===== config.mk =====
export PLATFORM = sky130hd
export DESIGN_NAME = fib_datapath
export DESIGN_NICKNAME = d
export VERILOG_FILES = /design/src/rtl/fib_datapath.sv
export SDC_FILE = /design/constraint.sdc
export NUM_CORES = 1
export LEC_CHECK = 0
export CAP_MARGIN = 10
export CELL_PAD_IN_SITES_DETAIL_PLACEMENT = 1
export CELL_PAD_IN_SITES_GLOBAL_PLACEMENT = 2
export CORE_UTILIZATION = 36
export CTS_BUF_LIST = sky130_fd_sc_hd__clkbuf_16
export CTS_CLUSTER_SIZE = 20
export DETAILED_ROUTE_END_ITERATION = 6
export PLACE_DENSITY_LB_ADDON = 0.1
export SYNTH_ARGS = -nofsm -noshare
export SYNTH_HDL_FRONTEND = slang
export SYNTH_SLANG_ARGS = --single-unit

===== constraint.sdc =====
create_clock -name CLK -period 4.1 [get_ports CLK]
set_input_delay 1.025 -clock CLK [delete_from_list [all_inputs] [get_ports CLK]]
set_output_delay 1.025 -clock CLK [all_outputs]
set_load 0.01 [all_outputs]

===== src/rtl/fib_datapath.sv =====
// fib_datapath: iterative Fibonacci F(n) engine; optional sticky overflow flag under FIB_OVF_DET_EN
module fib_datapath #(
  parameter int DATA_W = 32,
  parameter int IDX_W  = 6
) (
  input  logic              CLK,
  input  logic              rst,
  input  logic              load,
  input  logic [IDX_W-1:0]  n_in,
  input  logic              cnt_en,
  output logic              done,
  output logic [DATA_W-1:0] fib_out,
`ifdef FIB_OVF_DET_EN
  output logic              ovf,
`endif
  output logic [IDX_W-1:0]  idx
);
  typedef enum logic [1:0] {IDLE, RUN, DONE} state_t;
  state_t state, state_nxt;
  logic [DATA_W-1:0] a, b, sum;
  logic [IDX_W-1:0] target;
  logic step;
  assign step = state == RUN && cnt_en && !load;
  assign fib_out = a;
`ifdef FIB_OVF_DET_EN
  logic carry, b_wrap;
  assign {carry, sum} = {1'b0, a} + {1'b0, b};
  // b_wrap marks b as inexact; once that b moves into a, fib_out is inexact for good
  always_ff @(posedge CLK or posedge rst)
    if (rst) begin
      b_wrap <= 1'b0;
      ovf <= 1'b0;
    end else if (load) begin
      b_wrap <= 1'b0;
      ovf <= 1'b0;
    end else if (step) begin
      b_wrap <= b_wrap | carry;
      ovf <= ovf | b_wrap;
    end
`else
  assign sum = a + b;
`endif
  // next state: load restarts from anywhere, last step of RUN finishes
  always_comb begin
    state_nxt = state;
    state_nxt = load ? (n_in == '0 ? DONE : RUN)
              : (step && idx + IDX_W'(1) == target) ? DONE : state;
  end
  // state, done flag and Fibonacci pair registers
  always_ff @(posedge CLK or posedge rst)
    if (rst) begin
      state <= IDLE;
      done <= 1'b0;
      a <= '0;
      b <= DATA_W'(1);
      idx <= '0;
      target <= '0;
    end else begin
      state <= state_nxt;
      done <= state_nxt == DONE;
      if (load) begin
        a <= '0;
        b <= DATA_W'(1);
        idx <= '0;
        target <= n_in;
      end else if (step) begin
        a <= b;
        b <= sum;
        idx <= idx + IDX_W'(1);
      end
    end
endmodule

==> impl_results.md <==
- Syn Area/Cell: 8.84 µm²
- Post-synth EDFFs: 0
- Ys async rst share: 100%
- Setup TNS: 0 ns
- Die Width: 119 µm
- TritonCTS Sinks: 79
- Share of cells above drive strength 1: 9.11%
- Setup Fix Bufs, Post-CTS: 0
- DR vias: 4135
- CORE AREA: 0.0133 mm²
- Commonest non-fill, non-tap cell in the layout: nand2_1
- Relative slew slack: 61.5%
- Synth unique cells: 66
- Synth Instances: 559
- Peak supply drop: 0.174 mV
- Worst-path clk slew: 0.06 ns
- DR DRC count: 0
- Cell Rows: 42
- # diodes: 0
- Dpl hpwl: 8800 µm
- Area Overhead vs Synth: 18.2%
- DR pass1 iterations: 4
- CP endpoint kind: flop
- Post-synthesis instance area: 0.00494 mm²
- Vias in the first global route: 4344
- I/O Pins: 49
- Routing usage on met2: 31.7%
- Kind of critical path: flop to flop
- Clock skew: 0.00573 ns
- H-tree lvl count: 3
- Slew Limit Fails: 0
- Hold_buf cts: 0
- Met3 Usage GRT: 3.40%
- RSZ-0062 raised after global routing: false
- Clock root cell: clkbuf_16
- CP startpoint kind: flop
- Hold Slack: 0.501 ns
- Yosys warns: 0
- Max clock buf depth: 2
- Clock period minus worst slack: 3.08 ns
- Pleak: 2.55 nW
- Die area: 0.0142 mm²
- Setup-failing EPs final: 0
- Crit-path max FO: 3
- Drt total wl: 12400 µm
- Commonest cells after routing, fill and taps aside: nand2_1 (131), a21oi_1 (88), dfrtp_1 (78), clkdlybuf4s50_1 (47), ha_1 (32)
- Initial antenna violation count: 0
- Crit path DAT: 3.37 ns
- Fin. Hold Viols: 0
- Die H: 119 µm
- FF+latch count, synth: 79
- Hold crit path type: flop to flop
- Final worst-path cycle share: 75.2%
- Grt peak-use layer: met2
- Worst slew pin tran: 0.578 ns
- First-pass GRT wire length: 21600 µm
- Grt ovf: 0
- Pwr Density: 308 mW/mm²
- Routed Antenna Nets: 0
- Nets: 642
- Initial DRC Count: 172
- Top FF cell, synth: dfrtp_1
- Peak Freq: 324 MHz
- Placer Congestion: 0.761
- PnR worst setup slack: 1.02 ns
- Maxcap violations: 0
- Setup WS pre-CTS: 0.976 ns
- Worst skew pair latency: 0.35 ns
- Via density: 5.30
- Seq/Total Area, Yosys: 40.0%
- Num CTS Buffers: 9
- Port-buffer cells: 48
- M1 GR Usage: 24.5%
- CP Data Required Time: 4.39 ns
- Post-cts repair resize count: 0
- Post-DR wirelength/cell: 15.9 µm
- CTS tree: yes
- GR Util All Layers: 19.1%
- Syn_nets: 602
- Initial Util: 37.2%
- Status: complete, no violations
- Pin count of the biggest net entering global routing: 53
## layout make-up
| class | count | area (µm²) |
|---|---|---|
| tap | 176 | 220 |
| inverter | 12 | 46.3 |
| multi-input combinational | 440 | 2760 |
| sequential | 79 | 1980 |
| timing repair buffer | 57 | 543 |
| fill | 1530 | 7450 |
| clock buffer | 9 | 225 |
| clock inverter | 7 | 72.6 |
## routing by layer
| layer | vias up | routed length, µm |
|---|---|---|
| met2 | 36 | 5970 |
| met4 | 0 | 194 |
| met3 | 12 | 288 |
| li1 | 2025 | - |
| met5 | - | 0 |
| met1 | 2062 | 5970 |
## cells by family (layout without fill, tap and decap cells)
| logic type | count (synthesis) | in the layout | share of synthesized area (%) |
|---|---|---|---|
| buf+inv | 40 | 85 | 4.33 |
| xor+xnor | 34 | 34 | 6.03 |
| mux | 8 | 8 | 1.80 |
| flops | 79 | 79 | 40.0 |
| simple gates | 201 | 201 | 17.7 |
| compound gates | 164 | 164 | 21.6 |
| fa+ha+maj | 33 | 33 | 8.51 |
## where the power goes
| group | internal (mW) | switching [mW] |
|---|---|---|
| sequential | 0.796 | 0.0152 |
| clock | 0.474 | 0.358 |
| combinational | 0.0566 | 0.100 |
| total | 1.33 | 0.474 |
## registers in the layout (all words and copies together), names as in the netlist
signal   flops
state        2
done         1
idx          6
target       6
b           32
fib_out     32
## cells in the mapped netlist (3+ instances only)
master	count	area (µm²)
nand2_1	131	492
a21oi_1	88	440
dfrtp_1	78	1950
ha_1	32	400
nor2_1	27	101
xnor2_1	21	184
clkbuf_1	20	75.1
a21o_1	13	97.6
xor2_1	13	114
inv_1	12	45.0
o21ai_0	11	55.1
nand3_1	9	45.0
mux2_2	6	67.6
o21ai_1	6	30.0
nand3b_1	5	37.5
clkbuf_8	4	55.1
nand4_1	4	25.0
nor2b_1	4	25.0
nor3b_1	4	30.0
o211ai_1	4	30.0
a211oi_1	3	22.5
a31oi_1	3	18.8
buf_6	3	33.8
nor4_1	3	18.8
o21a_1	3	22.5
## metrics by stage
step	std cells	total power, mW	instance area [µm²]	utilization [%]
global placement	764	0.982	5540	41.7
finish	780	1.80	5840	43.9
floorplan	559	0.933	4940	-
global route	780	1.87	5840	43.9
CTS	780	1.83	5840	43.9
detailed placement	764	0.988	5540	41.7
## worst max-delay path: stages (launching register included)
cell      delay, ns
dfstp_2        0.54
ha_1           0.19
inv_1          0.07
fa_1           0.44
nor2b_4        0.13
o31a_1         0.16
o211a_1        0.26
o31ai_4        0.08
nor2b_1        0.16
o41ai_2        0.30
nand4_1        0.17
a2111o_1       0.43
nand3_1        0.08
## final timing paths
check / from / end / slack, ns / cells after the start
setup / recovery: b[0] / b[28] / 1.02 / 12
hold / removal: b[0] / b[0] / 0.50 / 2
setup reg to reg: b[0] / b[28] / 1.02 / 12
hold reg to reg: b[0] / b[0] / 0.50 / 2
max in group asynchronous: rst / fib_out[20] / 2.38 / 3
min in group asynchronous: rst / b[5] / 0.96 / 2
Note: power is estimated with default switching activity, not from simulation.
